$ cat config.mk
export PLATFORM = sky130hd
export DESIGN_NAME = mc8051_mem_arb_flat
export DESIGN_NICKNAME = d
export VERILOG_FILES = /design/src/rtl/mc8051_mem_pkg.sv /design/src/rtl/mc8051_mem_arb_if.sv /design/src/rtl/mc8051_mem_arb.sv /design/src/flat_wrapper.sv
export SDC_FILE = /design/constraint.sdc
export NUM_CORES = 1
export LEC_CHECK = 0
export BUFFER_PORTS_ARGS = -buffer_cell sky130_fd_sc_hd__clkbuf_2
export CAP_MARGIN = 0
export CORE_MARGIN = 2
export CORE_UTILIZATION = 48
export CTS_CLUSTER_DIAMETER = 100
export DETAILED_ROUTE_END_ITERATION = 8
export MAX_ROUTING_LAYER = met4
export PLACE_DENSITY = 0.78
export RECOVER_POWER = 50
export SLEW_MARGIN = 20
export SYNTH_ARGS = -nofsm -noshare
export SYNTH_HDL_FRONTEND = slang
export SYNTH_SLANG_ARGS = --single-unit
$ cat constraint.sdc
create_clock -name clk -period 2.45 [get_ports clk]
set_input_delay 0.245 -clock clk [delete_from_list [all_inputs] [get_ports clk]]
set_output_delay 0.245 -clock clk [all_outputs]
set_load 0.01 [all_outputs]
$ cat src/rtl/mc8051_mem_pkg.sv
// Shared definitions for the mc8051 external memory arbiter: FSM state
// encoding, RAM address width and the code/xdata space-select values.
package mc8051_mem_pkg;

  // 17-bit RAM address: bit 16 splits code space from xdata space.
  localparam int RAM_AW = 17;

  localparam logic SPACE_CODE  = 1'b0;
  localparam logic SPACE_XDATA = 1'b1;

  typedef enum logic [1:0] {
    IDLE    = 2'd0,
    CPU_ACC = 2'd1,
    DMA_ACC = 2'd2
  } arb_state_e;

endpackage

$ cat src/rtl/mc8051_mem_arb_if.sv
// Requester-side bus of the memory arbiter: the 8051 core strobes and the
// DMA/debug-loader request port.
//
// Handshakes:
//   CPU: a request is any of cpu_psen_n/cpu_rd_n/cpu_we_n low. The arbiter
//   drops cpu_data_rdy while the access runs and raises it on completion;
//   the core holds strobe, address and write data until it sees
//   cpu_data_rdy=1 again, and cpu_rdata is valid from that point.
//   DMA: dma_req is a level held until dma_gnt pulses for one cycle (address,
//   direction and write data are captured then). dma_done pulses one cycle
//   when the access is finished; dma_rdata is valid with it and held until
//   the next DMA completion.
interface mc8051_mem_arb_if;
  import mc8051_mem_pkg::*;

  logic              cpu_psen_n;
  logic              cpu_rd_n;
  logic              cpu_we_n;
  logic [15:0]       cpu_addr;
  logic [7:0]        cpu_wdata;
  logic [7:0]        cpu_rdata;
  logic              cpu_data_rdy;
  logic              dma_req;
  logic              dma_we;
  logic [RAM_AW-1:0] dma_addr;
  logic [7:0]        dma_wdata;
  logic              dma_gnt;
  logic              dma_done;
  logic [7:0]        dma_rdata;

  // Requester side (core model / DMA engine).
  modport master (
    output cpu_psen_n, cpu_rd_n, cpu_we_n, cpu_addr, cpu_wdata,
    output dma_req, dma_we, dma_addr, dma_wdata,
    input  cpu_rdata, cpu_data_rdy, dma_gnt, dma_done, dma_rdata
  );

  // Arbiter side.
  modport slave (
    input  cpu_psen_n, cpu_rd_n, cpu_we_n, cpu_addr, cpu_wdata,
    input  dma_req, dma_we, dma_addr, dma_wdata,
    output cpu_rdata, cpu_data_rdy, dma_gnt, dma_done, dma_rdata
  );

endinterface

$ cat src/rtl/mc8051_mem_arb.sv
// External memory arbiter/sequencer: shares one synchronous 8-bit RAM between
// the 8051 core and a DMA port. Each access holds ram_en for WAIT_CYC+1
// cycles and is followed by one IDLE cycle; ties alternate via last_dma.
module mc8051_mem_arb
  import mc8051_mem_pkg::*;
#(
  parameter int unsigned WAIT_CYC = 2
) (
  input  logic              clk,
  input  logic              reset_n,
  mc8051_mem_arb_if.slave   bus,
  output logic              ram_en,
  output logic              ram_we,
  output logic [RAM_AW-1:0] ram_addr,
  output logic [7:0]        ram_wdata,
  input  logic [7:0]        ram_rdata,
  output arb_state_e        dbg_state
);

  localparam logic [3:0] WAIT_INIT = 4'(WAIT_CYC);

  arb_state_e        state_q, state_d;
  logic [3:0]        cnt_q, cnt_d;
  logic              last_dma_q, last_dma_d;
  logic              ram_en_q, ram_en_d;
  logic              ram_we_q, ram_we_d;
  logic [RAM_AW-1:0] ram_addr_q, ram_addr_d;
  logic [7:0]        ram_wdata_q, ram_wdata_d;
  logic [7:0]        cpu_rdata_q, cpu_rdata_d;
  logic              cpu_data_rdy_q, cpu_data_rdy_d;
  logic              dma_gnt_q, dma_gnt_d;
  logic              dma_done_q, dma_done_d;
  logic [7:0]        dma_rdata_q, dma_rdata_d;

  // Strobe decode: psen beats rd beats we when several are low together.
  logic cpu_req;
  logic cpu_is_we;
  logic cpu_space;
  logic grant_cpu;
  logic grant_dma;

  assign cpu_req   = ~bus.cpu_psen_n | ~bus.cpu_rd_n | ~bus.cpu_we_n;
  assign cpu_is_we = bus.cpu_psen_n & bus.cpu_rd_n & ~bus.cpu_we_n;
  assign cpu_space = ~bus.cpu_psen_n ? SPACE_CODE : SPACE_XDATA;
  // On a tie the requester that was not served last wins.
  assign grant_cpu = cpu_req & (~bus.dma_req | last_dma_q);
  assign grant_dma = bus.dma_req & (~cpu_req | ~last_dma_q);

  // Next-state and output computation for the arbitration/access FSM.
  always_comb begin
    state_d        = state_q;
    cnt_d          = cnt_q;
    last_dma_d     = last_dma_q;
    ram_en_d       = ram_en_q;
    ram_we_d       = ram_we_q;
    ram_addr_d     = ram_addr_q;
    ram_wdata_d    = ram_wdata_q;
    cpu_rdata_d    = cpu_rdata_q;
    cpu_data_rdy_d = cpu_data_rdy_q;
    dma_gnt_d      = 1'b0;
    dma_done_d     = 1'b0;
    dma_rdata_d    = dma_rdata_q;

    case (state_q)
      IDLE: begin
        if (grant_cpu) begin
          state_d        = CPU_ACC;
          cnt_d          = WAIT_INIT;
          last_dma_d     = 1'b0;
          ram_en_d       = 1'b1;
          ram_we_d       = cpu_is_we;
          ram_addr_d     = {cpu_space, bus.cpu_addr};
          ram_wdata_d    = bus.cpu_wdata;
          cpu_data_rdy_d = 1'b0;
        end else if (grant_dma) begin
          state_d     = DMA_ACC;
          cnt_d       = WAIT_INIT;
          last_dma_d  = 1'b1;
          ram_en_d    = 1'b1;
          ram_we_d    = bus.dma_we;
          ram_addr_d  = bus.dma_addr;
          ram_wdata_d = bus.dma_wdata;
          dma_gnt_d   = 1'b1;
        end
      end
      CPU_ACC, DMA_ACC: begin
        if (cnt_q == 4'd0) begin
          state_d  = IDLE;
          ram_en_d = 1'b0;
          ram_we_d = 1'b0;
          if (state_q == CPU_ACC) begin
            cpu_data_rdy_d = 1'b1;
            if (!ram_we_q) cpu_rdata_d = ram_rdata;
          end else begin
            dma_done_d = 1'b1;
            if (!ram_we_q) dma_rdata_d = ram_rdata;
          end
        end else begin
          cnt_d = cnt_q - 4'd1;
        end
      end
      default: begin
        state_d = IDLE;
      end
    endcase
  end

  // State and output registers; reset abandons any access in flight.
  always_ff @(posedge clk or negedge reset_n) begin
    if (!reset_n) begin
      state_q        <= IDLE;
      cnt_q          <= 4'd0;
      last_dma_q     <= 1'b1;
      ram_en_q       <= 1'b0;
      ram_we_q       <= 1'b0;
      ram_addr_q     <= '0;
      ram_wdata_q    <= 8'h00;
      cpu_rdata_q    <= 8'h00;
      cpu_data_rdy_q <= 1'b1;
      dma_gnt_q      <= 1'b0;
      dma_done_q     <= 1'b0;
      dma_rdata_q    <= 8'h00;
    end else begin
      state_q        <= state_d;
      cnt_q          <= cnt_d;
      last_dma_q     <= last_dma_d;
      ram_en_q       <= ram_en_d;
      ram_we_q       <= ram_we_d;
      ram_addr_q     <= ram_addr_d;
      ram_wdata_q    <= ram_wdata_d;
      cpu_rdata_q    <= cpu_rdata_d;
      cpu_data_rdy_q <= cpu_data_rdy_d;
      dma_gnt_q      <= dma_gnt_d;
      dma_done_q     <= dma_done_d;
      dma_rdata_q    <= dma_rdata_d;
    end
  end

  assign ram_en           = ram_en_q;
  assign ram_we           = ram_we_q;
  assign ram_addr         = ram_addr_q;
  assign ram_wdata        = ram_wdata_q;
  assign bus.cpu_rdata    = cpu_rdata_q;
  assign bus.cpu_data_rdy = cpu_data_rdy_q;
  assign bus.dma_gnt      = dma_gnt_q;
  assign bus.dma_done     = dma_done_q;
  assign bus.dma_rdata    = dma_rdata_q;
  assign dbg_state        = state_q;

endmodule

$ cat src/flat_wrapper.sv
// flat-port wrapper written by rule: the top's interface ports become plain ports
module mc8051_mem_arb_flat import mc8051_mem_pkg::*;
#(
  parameter int unsigned WAIT_CYC = 2
)
  (clk, reset_n, ram_en, ram_we, ram_addr, ram_wdata, ram_rdata, dbg_state, bus_cpu_psen_n, bus_cpu_rd_n, bus_cpu_we_n, bus_cpu_addr, bus_cpu_wdata, bus_dma_req, bus_dma_we, bus_dma_addr, bus_dma_wdata, bus_cpu_rdata, bus_cpu_data_rdy, bus_dma_gnt, bus_dma_done, bus_dma_rdata);
  mc8051_mem_arb_if bus_i ();
  input  logic clk;
  input  logic reset_n;
  output logic ram_en;
  output logic ram_we;
  output logic [RAM_AW-1:0] ram_addr;
  output logic [7:0] ram_wdata;
  input  logic [7:0] ram_rdata;
  output arb_state_e dbg_state;
  input wire logic [$bits(bus_i.cpu_psen_n)-1:0] bus_cpu_psen_n;
  input wire logic [$bits(bus_i.cpu_rd_n)-1:0] bus_cpu_rd_n;
  input wire logic [$bits(bus_i.cpu_we_n)-1:0] bus_cpu_we_n;
  input wire logic [$bits(bus_i.cpu_addr)-1:0] bus_cpu_addr;
  input wire logic [$bits(bus_i.cpu_wdata)-1:0] bus_cpu_wdata;
  input wire logic [$bits(bus_i.dma_req)-1:0] bus_dma_req;
  input wire logic [$bits(bus_i.dma_we)-1:0] bus_dma_we;
  input wire logic [$bits(bus_i.dma_addr)-1:0] bus_dma_addr;
  input wire logic [$bits(bus_i.dma_wdata)-1:0] bus_dma_wdata;
  output wire logic [$bits(bus_i.cpu_rdata)-1:0] bus_cpu_rdata;
  output wire logic [$bits(bus_i.cpu_data_rdy)-1:0] bus_cpu_data_rdy;
  output wire logic [$bits(bus_i.dma_gnt)-1:0] bus_dma_gnt;
  output wire logic [$bits(bus_i.dma_done)-1:0] bus_dma_done;
  output wire logic [$bits(bus_i.dma_rdata)-1:0] bus_dma_rdata;
  assign bus_i.cpu_psen_n = bus_cpu_psen_n;
  assign bus_i.cpu_rd_n = bus_cpu_rd_n;
  assign bus_i.cpu_we_n = bus_cpu_we_n;
  assign bus_i.cpu_addr = bus_cpu_addr;
  assign bus_i.cpu_wdata = bus_cpu_wdata;
  assign bus_i.dma_req = bus_dma_req;
  assign bus_i.dma_we = bus_dma_we;
  assign bus_i.dma_addr = bus_dma_addr;
  assign bus_i.dma_wdata = bus_dma_wdata;
  assign bus_cpu_rdata = bus_i.cpu_rdata;
  assign bus_cpu_data_rdy = bus_i.cpu_data_rdy;
  assign bus_dma_gnt = bus_i.dma_gnt;
  assign bus_dma_done = bus_i.dma_done;
  assign bus_dma_rdata = bus_i.dma_rdata;
  mc8051_mem_arb #(.WAIT_CYC(WAIT_CYC)) u_core (.clk(clk), .reset_n(reset_n), .bus(bus_i), .ram_en(ram_en), .ram_we(ram_we), .ram_addr(ram_addr), .ram_wdata(ram_wdata), .ram_rdata(ram_rdata), .dbg_state(dbg_state));
endmodule
==> results of run 1 <==
metrics by stage:
stage | std cells | hold slack [ns] | setup slack, ns | instance area (um2) | utilization (%)
2_1_floorplan | 257 | -0.0506 | 0.549 | 2640 | -
3_3_place_gp | 425 | 0.403 | 0.465 | 3250 | 62.4
3_5_place_dp | 425 | 0.400 | 0.306 | 3250 | 62.4
4_1_cts | 433 | 0.0641 | 0.291 | 3370 | 64.7
5_1_grt | 433 | 0.171 | 0.198 | 3340 | 64.1
6_report | 433 | 0.162 | 0.291 | 3340 | 64.1
power groups by stage:
stage	clock (mW)	sequential (mW)	combinational [mW]
detailed placement	0	1.58	2.03
CTS	0.623	1.56	2.03
floorplan	0	1.73	1.12
global route	0.667	1.61	2.17
global placement	0	1.57	1.98
finish	0.620	1.56	1.98
per-layer routing:
metal / wire length, um / GRT usage (%) / vias up
met5: 0 / - / -
met4: 78 / 7.19 / 0
met3: 556 / 4.94 / 10
met2: 3230 / 38.4 / 134
met1: 2970 / 30.8 / 1131
li1: - / - / 1170
Yosys cell counts, drive strengths merged:
cell type	n	area share, %
a2111oi	1	0.57
a211o	1	0.33
a211oi	3	0.85
a21o	2	0.57
a21oi	29	5.5
a221oi	2	0.66
a311o	1	0.38
a31oi	24	5.7
and3	2	0.47
and3b	1	0.38
and4b	1	0.38
and4bb	1	0.47
buf	10	2.3
clkbuf	13	1.8
dfrtp	51	48
dfstp	2	2.0
ha	5	2.4
inv	10	1.4
mux2	16	8.0
nand2	3	0.43
nand2b	2	0.47
nand3	29	5.5
nand4b	2	0.66
nand4bb	1	0.43
nor2	4	0.66
nor2b	1	0.24
nor3	1	0.19
nor3b	1	0.28
o21ai	26	4.9
o21bai	1	0.28
o22a	1	0.33
o22ai	2	0.47
o2bb2a	1	0.38
o311a	1	0.38
o32ai	2	0.66
o41ai	1	0.33
or3	2	0.47
or3b	1	0.33
state kept, by name (all words and copies together) (netlist names):
signal / cells
u_core.bus.cpu_data_rdy: 1
u_core.bus.cpu_rdata: 8
u_core.bus.dma_done: 1
u_core.bus.dma_gnt: 1
u_core.bus.dma_rdata: 8
u_core.cnt_q: 4
u_core.dbg_state: 2
u_core.last_dma_q: 1
u_core.ram_addr: 17
u_core.ram_en: 1
u_core.ram_wdata: 8
u_core.ram_we: 1
cell usage in the layout (no fill, tap or decap), types with 2 or more instances in the layout:
cell type and instances:
dfstp_2 2, a211oi_1 3, a21oi_1 29, o21ai_0 26, clkbuf_8 5, o22ai_1 2, o32ai_1 2, nand4b_1 2
clkbuf_2 88, mux2_2 8, inv_1 10, nor2_1 3, dfrtp_1 51, a221oi_1 2, nand3_1 29, buf_4 9
a21o_1 2, a31oi_1 24, mux2_4 8, or3_1 2, nand2b_1 2, ha_1 5, and3_1 2, nand2_1 3
clkbuf_1 24
logic make-up after synthesis:
logic type	after synthesis	synth area share, %
AO/OA/AOI/OAI	98	22.3
flip-flops	53	50.4
AND/OR/NAND/NOR	52	11.4
adder cells (fa/ha/maj)	5	2.37
multiplexers	16	7.97
buffers and inverters	33	5.60
worst reg2reg max path, cell delays in order, from the launching register on:
cell       delay (ns)
dfrtp_1          0.45
inv_1            0.09
ha_1             0.36
nand4bb_1        0.19
or3_1            0.58
mux2_4           0.38
layout make-up:
type,count,share of cell area [%]
inverters,10,1.13
flip-flops and latches,53,39.8
clock inverters,3,1.50
multi-input cells,171,34.9
well taps,70,2.63
repair buffers,121,17.9
clock buffers,5,2.06
worst max-delay path by stage:
stage / to / slack (ns)
floorplan: u_core.bus.dma_rdata[0]$_DFFE_PN0P_ / 0.55
global placement: u_core.bus.dma_rdata[2]$_DFFE_PN0P_ / 0.47
detailed placement: u_core.bus.dma_rdata[2]$_DFFE_PN0P_ / 0.31
CTS: u_core.bus.dma_rdata[2]$_DFFE_PN0P_ / 0.29
global route: u_core.bus.dma_rdata[0]$_DFFE_PN0P_ / 0.20
finish: u_core.bus.dma_rdata[5]$_DFFE_PN0P_ / 0.29
==> results.sh, run 1 <==
export IMPL_grt_pass1_wl_mm=11.3
export IMPL_critPathRequiredTime_ns=2.65
export IMPL_ctsHoldBuffers=0
export IMPL_cts_root_buffer="clkbuf_8"
export IMPL_min_from="bus_cpu_addr[9]"
export IMPL_ant_nets=0
export IMPL_syn_avg_cell_area_um2=10.3
export IMPL_worst_path_buf_inv=1
export IMPL_slowest_stage="or3_1"
export IMPL_fin_nets=431
export IMPL_setup_tns_final_ns=0
export IMPL_reg2reg_from="u_core.dbg_state[0]$_DFFE_PN0P_"
export IMPL_cts_tree="yes"
export IMPL_gp_congestion=0.854
export IMPL_post_cts_buffers=0
export IMPL_die_w_um=78.1
export IMPL_rows=26
export IMPL_rsz0062_at_grt="false"
export IMPL_ys_seq_area_share_pct=50.4
export IMPL_critPathArrivalTime_ns=2.36
export IMPL_synth_nets=326
export IMPL_die_area_um2=6110
export IMPL_path_max_fanout=8
export IMPL_pwr_share_seq_pct=37.6
export IMPL_clock_latency_ns=0.31
export IMPL_synth_cell_types=42
export IMPL_die_y_um=78.1
export IMPL_io_pin_count=112
export IMPL_swShare_pct=40.0
export IMPL_core_area_um2=5200
export IMPL_fin_skew_ns=0.00722
export IMPL_pwr_density_cell_nw_per_um2=1250
export IMPL_vias=2445
export IMPL_cts_buffers=5
export IMPL_critical_path_max_stage_delay_ns=0.58
export IMPL_grt_max_degree=54
export IMPL_internal_power_mw=2.50
export IMPL_status="finished, final reports clean"
export IMPL_start_kind="flop"
export IMPL_clkSlewWorstSetupHoldPaths_ns=0.10
export IMPL_io_buffers=111
export IMPL_vdd_drop_max_mv=0.604
export IMPL_cp_startpoint="u_core.dbg_state[0]$_DFFE_PN0P_"
export IMPL_drc_errors=0
export IMPL_synthCells=257
export IMPL_wl_mm=6.83
export IMPL_min_path_type="in2reg"
export IMPL_regArea_um2=1330
export IMPL_htreeDepth=2
export IMPL_r2r_end="u_core.bus.dma_rdata[5]$_DFFE_PN0P_"
export IMPL_wire_per_inst_um=15.8
export IMPL_relSlewSlack_pct=13.5
export IMPL_antenna_found_initial=0
export IMPL_hold_path_endpoint="u_core.ram_addr[9]$_DFFE_PN0P_"
export IMPL_ff2ff_setup_slack_ns=0.29
export IMPL_hold_depth=3
export IMPL_clockPowerShare_pct=14.9
export IMPL_timing_fmax_mhz=463
export IMPL_dp_hpwl_mm=4.96
export IMPL_firstDrtPassIters=4
export IMPL_crit_path_end_kind="flop"
export IMPL_leakagePower_nw=1.59
export IMPL_cts_sinks=53
export IMPL_worst_pin_slew_ns=1.30
export IMPL_power_mw=4.16
export IMPL_crit_family="simple AND/OR/NAND/NOR gates"
export IMPL_slew_violations=0
export IMPL_ys_seq_elements=53
export IMPL_critical_path_class="reg2reg"
export IMPL_gr_usage_all_layers_pct=23.9
export IMPL_drv_cap=0
export IMPL_diodes=0
export IMPL_netlist_area_um2=2640
export IMPL_multi_input_area_um2=1160
export IMPL_cp_depth=5
export IMPL_netSwitchingPower_mw=1.67
export IMPL_layout_drive_gt1_share_pct=35.3
export IMPL_cts_buffer_depth=2
export IMPL_viasPerCell=5.65
export IMPL_fill_cells=464
export IMPL_crit_chain="inv_1, ha_1, nand4bb_1, or3_1, mux2_4"
export IMPL_start_util_pct=50.7
export IMPL_p_comb_share_pct=47.5
export IMPL_setup_viol=0
export IMPL_grt_overflow=0
export IMPL_yosys_warnings=0
export IMPL_worstRegToRegCells=5
export IMPL_finalCritPeriodShare_pct=88.1
export IMPL_ctsResizeCount=0
export IMPL_fin_crit_ns=2.16
export IMPL_hold_viol=0
export IMPL_area_growth_pct=26.4
export IMPL_grt_pass1_vias=2367
export IMPL_drt_iter0_drc=154
Note: power is estimated with default switching activity, not from simulation.
==> run 2: changes to the inputs <==
BUFFER_PORTS_ARGS = -buffer_cell sky130_fd_sc_hd__buf_2   (was -buffer_cell sky130_fd_sc_hd__clkbuf_2)
==> run 2 against run 1 <==
Effect of this change: total power fell by 2.1%; critical endpoint is now u_core.bus.dma_rdata[6]$_DFFE_PN0P_; first-iteration DRC count is 3.9% lower; sequential power hardly changed; hold slack better by 0.021 ns; largest cell class unchanged; global-route usage rose by 0.63 points.
==> results.sh, run 2 (same netlist as run 1, synthesis figures left out) <==
export IMPL_dp_hpwl_mm=5.05
export IMPL_ant_nets=0
export IMPL_gr_usage_all_layers_pct=24.5
export IMPL_viasPerCell=5.64
export IMPL_io_buffers=111
export IMPL_die_w_um=78.1
export IMPL_gp_congestion=0.917
export IMPL_fin_nets=431
export IMPL_area_growth_pct=25.1
export IMPL_cts_buffer_depth=2
export IMPL_fin_crit_ns=2.12
export IMPL_fin_skew_ns=0.00650
export IMPL_rows=26
export IMPL_vias=2442
export IMPL_cts_buffers=5
export IMPL_grt_overflow=0
export IMPL_drt_iter0_drc=148
export IMPL_grt_pass1_wl_mm=11.7
export IMPL_reg2reg_from="u_core.dbg_state[0]$_DFFE_PN0P_"
export IMPL_ctsResizeCount=0
export IMPL_cts_sinks=53
export IMPL_path_max_fanout=8
export IMPL_antenna_found_initial=0
export IMPL_post_cts_buffers=0
export IMPL_worst_pin_slew_ns=0.939
export IMPL_min_path_type="in2reg"
export IMPL_cts_root_buffer="clkbuf_8"
export IMPL_placed_cells=424
export IMPL_grt_pass1_vias=2378
export IMPL_die_area_um2=6110
export IMPL_relSlewSlack_pct=37.4
export IMPL_start_util_pct=50.7
export IMPL_grt_max_degree=38
export IMPL_min_from="bus_cpu_wdata[4]"
export IMPL_setup_tns_final_ns=0
export IMPL_rsz0062_at_grt="false"
export IMPL_drc_errors=0
export IMPL_htreeDepth=2
export IMPL_pwr_density_cell_nw_per_um2=1230
export IMPL_clkSlewWorstSetupHoldPaths_ns=0.10
export IMPL_cp_startpoint="u_core.dbg_state[0]$_DFFE_PN0P_"
export IMPL_clock_latency_ns=0.31
export IMPL_cts_tree="yes"
export IMPL_diodes=0
export IMPL_layout_drive_gt1_share_pct=27.8
export IMPL_setup_slack_ns=0.332
export IMPL_layout_common_cells="buf_2, dfrtp_1, clkbuf_1"
export IMPL_drv_cap=0
export IMPL_wire_per_inst_um=15.9
export IMPL_critical_path_class="reg2reg"
export IMPL_io_pin_count=112
export IMPL_largest_register_ffs=17
export IMPL_critPathRequiredTime_ns=2.65
export IMPL_finalCritPeriodShare_pct=86.5
export IMPL_power_mw=4.07
export IMPL_layout_commonest_cell="buf_2"
export IMPL_crit_path_end_kind="flop"
export IMPL_layout_cells_non_filler=433
export IMPL_slew_violations=0
export IMPL_critPathArrivalTime_ns=2.31
export IMPL_leakagePower_nw=1.50
export IMPL_start_kind="flop"
export IMPL_die_y_um=78.1
export IMPL_firstDrtPassIters=4
export IMPL_dp_slack_ns=0.329
export IMPL_wl_mm=6.87
export IMPL_setup_viol=0
export IMPL_status="finished, final reports clean"
export IMPL_ctsHoldBuffers=1
export IMPL_timing_fmax_mhz=472
export IMPL_hold_viol=0
export IMPL_core_area_um2=5200
export IMPL_vdd_drop_max_mv=0.529
-- run 2: cell count changes in the layout (fill, tap and decap cells not counted), sizes merged --
cell	before	now
buf	9	72
clkbuf	117	53
dlygate4sd3	0	1
-- run 2: per-layer routing --
layer  vias to the layer above  global-route usage (%)  wire, um
met3                         6                    5.06       596
met4                         0                    5.09        40
met1                      1153                    32.2      2980
li1                       1165                       -         -
met5                         -                       -         0
met2                       118                    39.7      3250
-- run 2: power breakdown --
part | switching (mW) | internal, mW
clock network | 0.301 | 0.307
logic | 1.10 | 0.808
registers | 0.248 | 1.31
total | 1.65 | 2.42
-- run 2: critical path, stage by stage, from the launching register on --
cell       delay [ns]
dfrtp_1          0.44
inv_1            0.09
ha_1             0.36
nand4bb_1        0.17
or3_1            0.57
mux2_4           0.38
-- run 2: final cells by class --
type / count / area (um2)
fillers: 508 / 1900
repair buffers: 121 / 573
multi-input cells: 171 / 1160
clock inverters: 3 / 43.8
clock buffers: 5 / 68.8
flip-flops and latches: 53 / 1330
inverters: 10 / 37.5
well taps: 70 / 87.6
-- run 2: worst paths after layout --
kind | end | slack, ns | cells after the start
setup / recovery | u_core.bus.dma_rdata[6]$_DFFE_PN0P_ | 0.33 | 5
min in group asynchronous | u_core.bus.dma_gnt$_DFF_PN0_ | 0.58 | 2
hold / removal | u_core.ram_wdata[4]$_DFFE_PN0P_ | 0.18 | 3
setup reg to reg | u_core.bus.dma_rdata[6]$_DFFE_PN0P_ | 0.33 | 5
hold reg to reg | u_core.bus.cpu_rdata[3]$_DFFE_PN0P_ | 0.51 | 1
max in group asynchronous | u_core.cnt_q[0]$_DFFE_PN0P_ | 0.87 | 3
-- run 2: metrics by stage --
step	instance area, um2	hold WS (ns)	util, %
after floorplan	2640	-0.0506	-
after global placement	3240	0.180	62.3
after detailed placement	3240	0.187	62.3
after CTS	3360	0.175	64.6
after global routing	3300	0.172	63.4
final	3300	0.183	63.4
==> run 3: changes to the inputs <==
CORE_UTILIZATION = 43   (was 48)
PLACE_DENSITY = 0.74   (was 0.78)
clock period = 1.75 ns   (was 2.45 ns; I/O delays follow)
==> run 3 against run 2 <==
Effect of this change: global-route usage decreased by 2.5 points; first-iteration DRC count shrank 8.1%; count of clock-buffer cells in the layout is the same.
==> results.sh, run 3 (same netlist as run 1, synthesis figures left out) <==
export IMPL_die_w_um=82.3
export IMPL_vdd_drop_max_mv=0.726
export IMPL_clkSlewWorstSetupHoldPaths_ns=0.11
export IMPL_io_buffers=111
export IMPL_io_pin_count=112
export IMPL_viasPerCell=5.47
export IMPL_firstDrtPassIters=4
export IMPL_fin_skew_ns=0.00659
export IMPL_fin_nets=447
export IMPL_leakagePower_nw=1.67
export IMPL_drt_iter0_drc=136
export IMPL_htreeDepth=2
export IMPL_timing_fmax_mhz=574
export IMPL_grt_max_degree=36
export IMPL_rsz0062_at_grt="true"
export IMPL_critPathArrivalTime_ns=1.94
export IMPL_core_area_um2=5920
export IMPL_setup_viol=0
export IMPL_placed_cells=441
export IMPL_drv_cap=0
export IMPL_power_mw=6.12
export IMPL_ant_nets=0
export IMPL_layout_common_cells="buf_2, dfrtp_1, nand3_1, a21oi_1, o21ai_0"
export IMPL_status="finished, final reports clean"
export IMPL_layout_cells_non_filler=454
export IMPL_fin_crit_ns=1.74
export IMPL_die_area_um2=6780
export IMPL_cts_tree="yes"
export IMPL_crit_end="u_core.bus.dma_rdata[6]$_DFFE_PN0P_"
export IMPL_dpl_instance_area_um2=3380
export IMPL_finalCritPeriodShare_pct=99.5
export IMPL_r2r_end="u_core.bus.dma_rdata[6]$_DFFE_PN0P_"
export IMPL_rows=28
export IMPL_critPathRequiredTime_ns=1.95
export IMPL_reg2reg_from="u_core.dbg_state[0]$_DFFE_PN0P_"
export IMPL_grt_pass1_vias=2354
export IMPL_grt_overflow=0
export IMPL_gr_usage_all_layers_pct=22.0
export IMPL_hold_viol=0
export IMPL_cts_buffers=5
export IMPL_largest_register_ffs=17
export IMPL_worstRegToRegCells=6
export IMPL_cts_root_buffer="clkbuf_8"
export IMPL_slew_violations=0
export IMPL_layout_drive_gt1_share_pct=41.2
export IMPL_die_y_um=82.3
export IMPL_wl_mm=7.19
export IMPL_dp_hpwl_mm=5.17
export IMPL_min_path_type="in2reg"
export IMPL_worst_pin_slew_ns=1.17
export IMPL_crit_path_end_kind="flop"
export IMPL_cts_buffer_depth=2
export IMPL_final_cell_area_um2=3530
export IMPL_drc_errors=0
export IMPL_ff2ff_setup_slack_ns=0.009
export IMPL_start_util_pct=44.6
export IMPL_pwr_density_cell_nw_per_um2=1730
export IMPL_start_kind="flop"
export IMPL_grt_pass1_wl_mm=11.3
export IMPL_diodes=0
export IMPL_relSlewSlack_pct=21.8
export IMPL_cp_startpoint="u_core.dbg_state[0]$_DFFE_PN0P_"
export IMPL_critical_path_class="reg2reg"
export IMPL_clock_latency_ns=0.31
export IMPL_vias=2485
export IMPL_gp_congestion=0.921
export IMPL_wire_per_inst_um=15.8
export IMPL_antenna_found_initial=0
export IMPL_path_max_fanout=8
export IMPL_layout_commonest_cell="buf_2"
export IMPL_area_growth_pct=33.9
export IMPL_cts_sinks=53
run 3: cell types whose count changed in the layout (fill, tap and decap cells not counted), sizes merged:
cell	before	now
buf	72	116
clkbuf	53	25
run 3: metrics by stage:
stage / util, % / setup TNS [ns] / setup WS, ns / hold slack, ns
floorplan: - / -0.160 / -0.0200 / -0.121
global placement: 57.1 / -0.371 / -0.0197 / 0.172
detailed placement: 57.1 / -0.932 / -0.0884 / 0.173
CTS: 59.4 / -0.000776 / -0.000776 / 0.101
global route: 59.7 / -0.174 / -0.0362 / 0.0924
finish: 59.7 / 0 / 0.00897 / 0.103
run 3: final cells by class:
cell class | instances | area, um2
Clock buffer | 5 | 68.8
Timing Repair Buffer | 137 | 748
Fill cell | 549 | 2390
Sequential cell | 53 | 1330
Multi-Input combinational cell | 171 | 1200
Clock inverter | 3 | 50.0
Inverter | 10 | 37.5
Tap cell | 75 | 93.8
run 3: power by group:
group | internal [mW] | total (mW) | switching, mW
logic | 1.43 | 3.07 | 1.64
clock network | 0.439 | 0.881 | 0.442
registers | 1.84 | 2.16 | 0.325
run 3: worst min-delay path by stage:
| stage | start | depth (start not counted) | end | slack, ns |
|---|---|---|---|---|
| after floorplan | reset_n | 0 | u_core.bus.cpu_rdata[0]$_DFFE_PN0P_ | -0.12 |
| after global placement | reset_n | 1 | u_core.bus.dma_gnt$_DFF_PN0_ | 0.17 |
| after detailed placement | reset_n | 1 | u_core.dbg_state[0]$_DFFE_PN0P_ | 0.17 |
| after CTS | ram_rdata[5] | 2 | u_core.bus.dma_rdata[5]$_DFFE_PN0P_ | 0.10 |
| after global routing | ram_rdata[2] | 2 | u_core.bus.dma_rdata[2]$_DFFE_PN0P_ | 0.09 |
| final | ram_rdata[5] | 2 | u_core.bus.dma_rdata[5]$_DFFE_PN0P_ | 0.10 |
run 3: worst max-delay path, cell delays in order, from the launching register on:
cell and delay (ns):
dfrtp_2 0.39, inv_2 0.06, ha_4 0.28, nand4bb_1 0.12, or3_1 0.33, buf_6 0.16
mux2_4 0.30
run 3: repair_timing:
item / 4_1_cts / 5_1_grt
hold buffers: 1 / 0
hold endpoints to repair: 18 / 0
setup buffers: 0 / 4
gates resized for setup: 3 / 4
endpoints found under the setup margin: 35 / 12
run 3: metal layers:
| layer | track usage [%] | part of all wire [%] | vias to the layer above |
|---|---|---|---|
| met2 | 35.7 | 47 | 112 |
| met1 | 28.9 | 44 | 1169 |
| li1 | - | - | 1198 |
| met5 | - | 0 | - |
| met4 | 3.50 | 0.50 | 0 |
| met3 | 5.00 | 8.1 | 6 |
